### config.mk
export PLATFORM = sky130hd
export DESIGN_NAME = spi_bus_arbiter
export DESIGN_NICKNAME = d
export VERILOG_FILES = /design/src/rtl/spi_bus_arbiter.sv
export SDC_FILE = /design/constraint.sdc
export NUM_CORES = 1
export LEC_CHECK = 0
export CAP_MARGIN = 20
export CORE_UTILIZATION = 40
export DETAILED_ROUTE_END_ITERATION = 10
export GPL_ROUTABILITY_DRIVEN = 0
export MAX_ROUTING_LAYER = met4
export PLACE_DENSITY = 0.76
export RECOVER_POWER = 100
export SLEW_MARGIN = 20
export SYNTH_ARGS = -nofsm -noshare
export SYNTH_HDL_FRONTEND = slang
export SYNTH_SLANG_ARGS = --single-unit
### constraint.sdc
create_clock -name clk -period 6.25 [get_ports clk]
set_clock_uncertainty 0.2 [all_clocks]
set_input_delay 0.9375 -clock clk [delete_from_list [all_inputs] [get_ports clk]]
set_output_delay 0.9375 -clock clk [all_outputs]
set_load 0.01 [all_outputs]
### src/rtl/spi_bus_arbiter.sv
// Round-robin arbiter that hands the single Master_SPI byte stream to one of
// two requesters for a whole CS transaction, with a stall watchdog that
// forces release and blocks the stalled port until it drops its request.
module spi_bus_arbiter #(
  parameter int MAX_BYTES_PER_CS = 2,
  parameter int TIMEOUT          = 1000000,
  localparam int CW              = $clog2(MAX_BYTES_PER_CS + 1)
) (
  input  logic          clk,
  input  logic          rst,
  input  logic          req0,
  input  logic          req1,
  input  logic          tx_dv0,
  input  logic          tx_dv1,
  input  logic [7:0]    tx_byte0,
  input  logic [7:0]    tx_byte1,
  input  logic [CW-1:0] tx_count0,
  input  logic [CW-1:0] tx_count1,
  output logic          gnt0,
  output logic          gnt1,
  output logic          tx_ready0,
  output logic          tx_ready1,
  output logic          rx_dv0,
  output logic          rx_dv1,
  output logic [7:0]    rx_byte,
  output logic [CW-1:0] rx_count,
  output logic          TX_DV,
  output logic [7:0]    TX_Byte,
  output logic [CW-1:0] TX_Count,
  input  logic          TX_Ready,
  input  logic          RX_DV,
  input  logic [7:0]    RX_Byte,
  input  logic [CW-1:0] RX_Count,
  output logic          busy,
  output logic          timeout_err
);

  localparam int WD_W = (TIMEOUT > 2) ? $clog2(TIMEOUT) : 1;
  localparam logic [WD_W-1:0] WD_LIMIT = WD_W'(TIMEOUT - 1);

  typedef enum logic [1:0] {IDLE, OWN0, OWN1, DRAIN} state_t;

  state_t          state;
  state_t          next_state;
  logic [WD_W-1:0] wd_cnt;
  logic            wd_fire;
  logic            block0;
  logic            block1;
  logic            last_served;
  logic            elig0;
  logic            elig1;

  assign elig0 = req0 & ~block0 & TX_Ready;
  assign elig1 = req1 & ~block1 & TX_Ready;

  // Next-state decode: arbitration in IDLE, release/watchdog while owned.
  always_comb begin
    next_state = state;
    wd_fire    = 1'b0;
    case (state)
      IDLE: begin
        if (elig0 && elig1) next_state = last_served ? OWN0 : OWN1;
        else if (elig0)     next_state = OWN0;
        else if (elig1)     next_state = OWN1;
      end
      OWN0: begin
        if (!req0) begin
          next_state = TX_Ready ? IDLE : DRAIN;
        end else if (wd_cnt == WD_LIMIT) begin
          next_state = DRAIN;
          wd_fire    = 1'b1;
        end
      end
      OWN1: begin
        if (!req1) begin
          next_state = TX_Ready ? IDLE : DRAIN;
        end else if (wd_cnt == WD_LIMIT) begin
          next_state = DRAIN;
          wd_fire    = 1'b1;
        end
      end
      DRAIN: begin
        if (TX_Ready) next_state = IDLE;
      end
      default: next_state = IDLE;
    endcase
  end

  // State, registered grants, watchdog, fairness pointer and block flags.
  always_ff @(posedge clk) begin
    if (rst) begin
      state       <= IDLE;
      gnt0        <= 1'b0;
      gnt1        <= 1'b0;
      wd_cnt      <= '0;
      timeout_err <= 1'b0;
      block0      <= 1'b0;
      block1      <= 1'b0;
      last_served <= 1'b1;
    end else begin
      state <= next_state;
      gnt0  <= (next_state == OWN0);
      gnt1  <= (next_state == OWN1);
      // Grants are only entered from IDLE, so clearing outside OWN gives a
      // zero count on the first owned cycle.
      if (state == OWN0 || state == OWN1) wd_cnt <= wd_cnt + 1'b1;
      else                                 wd_cnt <= '0;
      if (wd_fire) timeout_err <= 1'b1;
      if (state == IDLE && next_state == OWN0) last_served <= 1'b0;
      if (state == IDLE && next_state == OWN1) last_served <= 1'b1;
      if (wd_fire && state == OWN0) block0 <= 1'b1;
      else if (!req0)               block0 <= 1'b0;
      if (wd_fire && state == OWN1) block1 <= 1'b1;
      else if (!req1)               block1 <= 1'b0;
    end
  end

  // Datapath steering from the registered grant; non-owner traffic is dropped.
  assign TX_DV     = (tx_dv0 & gnt0) | (tx_dv1 & gnt1);
  assign TX_Byte   = gnt0 ? tx_byte0 : (gnt1 ? tx_byte1 : 8'h00);
  assign TX_Count  = gnt0 ? tx_count0 : (gnt1 ? tx_count1 : '0);
  assign tx_ready0 = TX_Ready & gnt0;
  assign tx_ready1 = TX_Ready & gnt1;
  assign rx_dv0    = RX_DV & gnt0;
  assign rx_dv1    = RX_DV & gnt1;
  assign rx_byte   = RX_Byte;
  assign rx_count  = RX_Count;
  assign busy      = (state != IDLE);

endmodule

==> key figures, run 1 <==
Run status
  – Status: completed

Layout
  – Most frequent cells in the layout: 28 x dfxtp_1, 27 x nor2_1, 24 x clkdlybuf4s50_1
  – Commonest non-fill, non-tap cell in the layout: dfxtp_1
  – Layout cells sized above 1: 3.524%
  – Area grow syn2layout: 27.85%
  – N_diodes: 0
  – Final nets: 271

STA
  – RSZ-0062 raised after global routing: no
  – Final Critical Period: 3577 ps
  – # setup viols final: 0
  – Crit share post-route: 57.23%
  – Worst Tran Pin Value: 888.3 ps
  – Final hold slack: 277.9 ps
  – Setup_tns: 0 ps
  – Slew Viols, Final: 0
  – Fmax: 279.6 MHz
  – Final hold viol count: 0
  – Slew Limit Headroom: 39.25%

Yosys
  – Syn nets: 236
  – Distinct cells, synth: 42
  – Sequential area share after synthesis: 34.28%
  – Synth Cell Area: 1635 µm²
  – Ys Warns: 0
  – Ys async rst share: 0%
  – Cells after synthesis: 193
  – Most common flop cell mapped by yosys: dfxtp_1
  – Yosys reg bits: 28
  – Post-synth EDFFs: 0
  – Syn Area/Cell: 8.473 µm²

GRT
  – Pin count of the biggest net entering global routing: 21
  – First-pass GRT wire length: 5361 µm
  – Total global-route track usage: 16.39%
  – Remaining Overflow, GRT: 0
  – Antenna violations before repair: 0
  – Number of global-route vias before repair: 1212

Clocking
  – Htree depth: 1
  – CTS root buffer: clkbuf_8
  – CTS Buffer Depth: 2
  – Clk slew on worst S/H paths: 90 ps
  – Post-CTS Setup Repair Bufs: 0
  – CTS tree: built
  – Clk_lat worst skew: 270 ps
  – Clk sink count: 28
  – Clock buffer count from CTS: 3
  – Resize count post-CTS: 0
  – # hold bufs at CTS: 0

Route
  – DRT iter0 DRCs: 51
  – Average wire per standard cell: 13.14 µm
  – DRT Pass-1 Iters: 4
  – Vias/cell: 5.338
  – Routed Antenna Nets: 0
  – # DRC: 0
  – Vias: 1468
  – Post-Route WL: 3613 µm

Setup path
  – Critical path arrival: 2440 ps
  – Worst r2r src: wd_cnt[0]$_SDFF_PP0_
  – Crit path max-delay family: buffers and inverters
  – CP max stage cell: dlygate4sd3_1
  – Buf+Inv Stages, Crit Path: 2
  – Critical path origin: TX_Ready
  – Startpoint types: input pin
  – Reg-to-Reg End: block0$_SDFFE_PP0P_
  – Critical path class: in2out
  – Worst-path fanout max: 11
  – Worst reg2reg path depth: 6
  – Crit. End Element: output pin
  – CP Capture Point: tx_ready0
  – Most numerous cell on the critical path: dlygate4sd3_1
  – R2r setup slk: 3490 ps
  – Worst EP required: 5110 ps
  – CP peak stage delay: 730 ps
  – Crit. path cell count: 3
  – Cells along the critical path: dlygate4sd3_1 > and2_1 > dlygate4sd3_1

Power
  – Peak VDD IR: 0.1184 mV
  – Leakage dissipation: 0.7760 nW
  – Pwr dens: 202.5 nW/µm²

Placed design
  – Post-DP HPWL: 2763 µm
  – PortBufs: 46

Die
  – Die area: 4348 µm²
  – CORE AREA: 3799 µm²
  – Initial Util: 43.05%
  – # IOs: 67
  – Die width: 65.94 µm
  – Die Y: 65.94 µm
  – Rows: 22

Flow run
  – Max-cap viol count: 0

Hold path
  – Hold Path Class: reg2reg
  – Worst Hold Launch: timeout_err$_SDFFE_PP0P_
==> layer usage <==
layer	wire length, µm	GRT usage [%]	vias to the layer above
li1	-	-	740
met1	1479	16.42	665
met2	1707	29.85	57
met3	368	4.655	6
met4	58	6.383	0
met5	0	-	-
==> metrics by stage <==
stage / setup slack, ps / utilization (%) / cells / total power, W / area (µm²)
2_1_floorplan: 3769 / - / 193 / 0.0002709 / 1635
3_3_place_gp: 2827 / 54.18 / 271 / 0.0003262 / 2058
3_5_place_dp: 2815 / 54.18 / 271 / 0.0003268 / 2058
4_1_cts: 2817 / 55.63 / 275 / 0.0004369 / 2113
5_1_grt: 2613 / 55.04 / 275 / 0.0004468 / 2091
6_report: 2673 / 55.04 / 275 / 0.0004235 / 2091
==> worst min path at each step <==
stage	endpoint	slack [ps]	cells after the start
floorplan	wd_cnt[0]$_SDFF_PP0_	240	1
global placement	wd_cnt[0]$_SDFF_PP0_	250	1
detailed placement	wd_cnt[0]$_SDFF_PP0_	260	1
CTS	wd_cnt[0]$_SDFF_PP0_	290	1
global route	wd_cnt[0]$_SDFF_PP0_	320	1
finish	timeout_err$_SDFFE_PP0P_	280	2
==> layout make-up <==
type / instances / area [µm²]
fill: 363 / 1708
multi-input combinational: 143 / 932.1
sequential: 28 / 560.5
timing repair buffer: 46 / 460.4
tap: 48 / 60.06
clock buffer: 4 / 55.05
inverter: 6 / 22.52
==> cells by family after synthesis <==
group                      synth area share [%]
adders and majority gates                 3.826
buffers and inverters                     7.345
DFF                                       34.28
AOI/OAI and AO/OA                         18.59
and+or+nand+nor                           27.39
xor gates and xnor gates                  8.569
==> where the power goes <==
group          internal (W)  leakage, nW  switching, W
combinational     0.0000619        0.521     0.0000568
sequential         0.000185        0.226     0.0000103
clock             0.0000564       0.0288     0.0000536
total              0.000303        0.776      0.000121
==> state kept, by name, summed over array words and instances, names as in the netlist <==
register / cells
gnt1: 1
timeout_err: 1
block0: 1
block1: 1
state: 2
last_served: 1
gnt0: 1
wd_cnt: 20
==> tightest hold or removal path: stages (launching register included) <==
cell and delay [ps]:
dfxtp_1 330, nor2_1 50, nor2_1 70
==> cells in the mapped netlist (all sizes together), types with 2 or more instances <==
master / instances / area (µm²)
nand3: 7 / 35.03
nor2b: 2 / 12.51
xnor2: 4 / 35.03
a22o: 10 / 87.58
nor3: 2 / 10.01
nor2: 27 / 101.4
or3: 2 / 12.51
a21oi: 6 / 30.03
nor4: 2 / 12.51
o21ai: 8 / 40.04
and2: 4 / 25.02
buf: 10 / 75.07
nand4: 5 / 31.28
xor2: 12 / 105.1
nand2b: 2 / 12.51
and3b: 3 / 26.28
nand2: 18 / 67.56
and4: 2 / 17.52
o21bai: 2 / 15.01
a22oi: 2 / 15.01
inv: 6 / 22.52
dfxtp: 28 / 560.5
ha: 5 / 62.56
clkbuf: 6 / 22.52
Note: power is estimated with default switching activity, not from simulation.
==> run 2: changes to the inputs <==
==> constraint.sdc (replaced) <==
create_clock -name clk -period 3.5 [get_ports clk]
set_clock_uncertainty 0.2 [all_clocks]
set_input_delay 0.525 -clock clk [delete_from_list [all_inputs] [get_ports clk]]
set_output_delay 0.525 -clock clk [all_outputs]
set_load 0.01 [all_outputs]
==> run 2 against run 1 <==
Clock power grew 130%. Sequential share of layout area shrank 0.13 points. Final cell count stayed put. Worst setup slack got worse by 2000 ps. Die area stayed put. Global-route usage up 0.96 points. Critical path depth unchanged. Cell area rose by 0.48%. Critical endpoint is now TX_Byte[7]. Largest cell class unchanged. Highest routed layer unchanged.
==> key figures, run 2 (same netlist as run 1, synthesis figures left out) <==
Route
  – DRT iter0 DRCs: 33 (was 51)
  – Average wire per standard cell: 13.27 µm (was 13.14 µm)
  – Vias/cell: 5.382 (was 5.338)
  – Post-Route WL: 3648 µm (was 3613 µm)
  – Routed Antenna Nets: 0 (unchanged)
  – Vias: 1480 (was 1468)
  – DRT Pass-1 Iters: 4 (unchanged)
  – # DRC: 0 (unchanged)

Clocking
  – Resize count post-CTS: 0 (unchanged)
  – CTS tree: built (unchanged)
  – Htree depth: 1 (unchanged)
  – Clock buffer count from CTS: 3 (unchanged)
  – Post-CTS Setup Repair Bufs: 0 (unchanged)
  – Clk_lat worst skew: 270 ps (about the same)
  – # hold bufs at CTS: 0 (unchanged)
  – Clk slew on worst S/H paths: 90 ps (about the same)
  – CTS Buffer Depth: 2 (unchanged)
  – Clk sink count: 28 (unchanged)
  – CTS root buffer: clkbuf_8 (unchanged)

Layout
  – Most frequent cells in the layout: 28 x dfxtp_1, 27 x nor2_1, 24 x clkdlybuf4s50_1 (unchanged)
  – Multi-input gate area: 925.9 µm² (was 932.1 µm²)
  – Area grow syn2layout: 28.46% (was 27.85%)
  – Largest regs: wd_cnt (20), state (2) (unchanged)
  – Final nets: 271 (unchanged)
  – Layout cells sized above 1: 3.084% (was 3.524%)
  – Non-filler cells, final: 275 (unchanged)
  – Register area: 560.5 µm² (unchanged)
  – Most flops, register: wd_cnt (unchanged)
  – Commonest non-fill, non-tap cell in the layout: dfxtp_1 (unchanged)
  – Largest register FFs: 20 (unchanged)
  – N_diodes: 0 (unchanged)
  – # fillers: 361 (was 363)

Setup path
  – Startpoint types: register (was input pin)
  – CP max stage cell: dlygate4sd3_1 (unchanged)
  – Worst-path fanout max: 16 (was 11)
  – Critical path arrival: 2110 ps (was 2440 ps)
  – Worst reg2reg path depth: 6 (unchanged)
  – CP peak stage delay: 600 ps (was 730 ps)
  – Crit. End Element: output pin (unchanged)
  – Worst r2r src: wd_cnt[0]$_SDFF_PP0_ (unchanged)
  – Reg-to-Reg End: block0$_SDFFE_PP0P_ (unchanged)
  – Cells along the critical path: nor2b_1 > a22o_1 > dlygate4sd3_1 (was dlygate4sd3_1 > and2_1 > dlygate4sd3_1)
  – Crit path max-delay family: buffers and inverters (unchanged)
  – Worst EP required: 2770 ps (was 5110 ps)
  – Critical path class: reg2out (was in2out)
  – Buf+Inv Stages, Crit Path: 1 (was 2)
  – R2r setup slk: 850 ps (was 3490 ps)

Die
  – # IOs: 67 (unchanged)
  – Initial Util: 43.05% (unchanged)
  – Rows: 22 (unchanged)
  – Die area: 4348 µm² (unchanged)
  – Die Y: 65.94 µm (unchanged)
  – Die width: 65.94 µm (unchanged)
  – CORE AREA: 3799 µm² (unchanged)

GRT
  – Pin count of the biggest net entering global routing: 21 (unchanged)
  – Antenna violations before repair: 0 (unchanged)
  – Number of global-route vias before repair: 1332 (was 1212)
  – Remaining Overflow, GRT: 0 (unchanged)
  – Total global-route track usage: 17.36% (was 16.39%)
  – First-pass GRT wire length: 5775 µm (was 5361 µm)

Hold path
  – Hold Path Sink: wd_cnt[0]$_SDFF_PP0_ (was timeout_err$_SDFFE_PP0P_)
  – Hold Path Class: reg2reg (unchanged)
  – Hold depth: 1 (was 2)
  – Worst Hold Launch: wd_cnt[0]$_SDFF_PP0_ (was timeout_err$_SDFFE_PP0P_)

Power
  – Pwr dens: 386.8 nW/µm² (was 202.5 nW/µm²)
  – Leakage dissipation: 0.7828 nW (was 0.7760 nW)
  – Peak VDD IR: 0.2222 mV (was 0.1184 mV)

STA
  – Final hold viol count: 0 (unchanged)
  – Crit share post-route: 81.08%
  – Slew Limit Headroom: 45.81% (was 39.25%)
  – Fmax: 352.4 MHz
  – RSZ-0062 raised after global routing: no (unchanged)
  – Slew Viols, Final: 0 (unchanged)
  – # setup viols final: 0 (unchanged)
  – Final hold slack: 282.7 ps (was 277.9 ps)
  – Final Critical Period: 2838 ps
  – Setup_tns: 0 ps (unchanged)
  – Worst Tran Pin Value: 792.3 ps (was 888.3 ps)

Flow run
  – Max-cap viol count: 0 (unchanged)

Placed design
  – PortBufs: 46 (unchanged)
  – Post-DP HPWL: 2799 µm (was 2763 µm)
  – Post-Place Cells: 271 (unchanged)

Run status
  – Status: completed (unchanged)
==> run 2: cell count changes in the layout (fill, tap and decap cells not counted), sizes merged <==
cell	change
bufinv	+1
clkbuf	-1
==> run 2: area by class of cell <==
cell class                      instances  share of cell area, %
Multi-Input combinational cell        143                  44.07
Sequential cell                        28                  26.68
Timing Repair Buffer                   46                  21.92
Tap cell                               48                  2.859
Clock buffer                            3                  1.965
Clock inverter                          1                  1.429
Inverter                                6                  1.072
==> run 2: how the worst max path moves through the flow <==
stage                    startpoint                   to  cells after the start
2_1_floorplan  wd_cnt[0]$_SDFF_PP0_      gnt1$_SDFF_PP0_                      6
3_3_place_gp                   req1      gnt1$_SDFF_PP0_                      6
3_5_place_dp                   req1      gnt1$_SDFF_PP0_                      6
4_1_cts             gnt0$_SDFF_PP0_           TX_Byte[7]                      3
5_1_grt        wd_cnt[0]$_SDFF_PP0_  block1$_SDFFE_PP0P_                      6
6_report            gnt0$_SDFF_PP0_           TX_Byte[7]                      3
==> run 2: layer usage <==
layer	track usage [%]	vias to the layer above	routed length, µm
li1	-	741	-
met1	18.51	669	1526
met2	31.63	65	1747
met3	4.483	5	343
met4	4.521	0	31
met5	-	-	0
==> run 2: worst reg2reg max path, cell delays in order (launching register included) <==
cell and delay, ps:
dfxtp_1 390, ha_1 210, nand3_1 220, or4_1 620
a2111oi_0 700, a22oi_1 150, nor2_1 110
==> run 2: report_power, final <==
group / internal (W) / switching [W] / total [W]
registers: 0.000330 / 0.0000191 / 0.000349
logic: 0.000111 / 0.000102 / 0.000213
clock network: 0.000153 / 0.0000984 / 0.000251
total: 0.000593 / 0.000219 / 0.000813
==> run 2: through the flow <==
stage	instance area [µm²]	setup WS [ps]	power (W)	util, %
after global placement	2058	846.3	0.0005824	54.18
after CTS	2130	714.8	0.0008396	56.06
after floorplan	1635	1359	0.0004837	-
final	2101	662.2	0.0008126	55.30
after detailed placement	2058	755.1	0.0005864	54.18
after global routing	2101	529.5	0.0008557	55.30
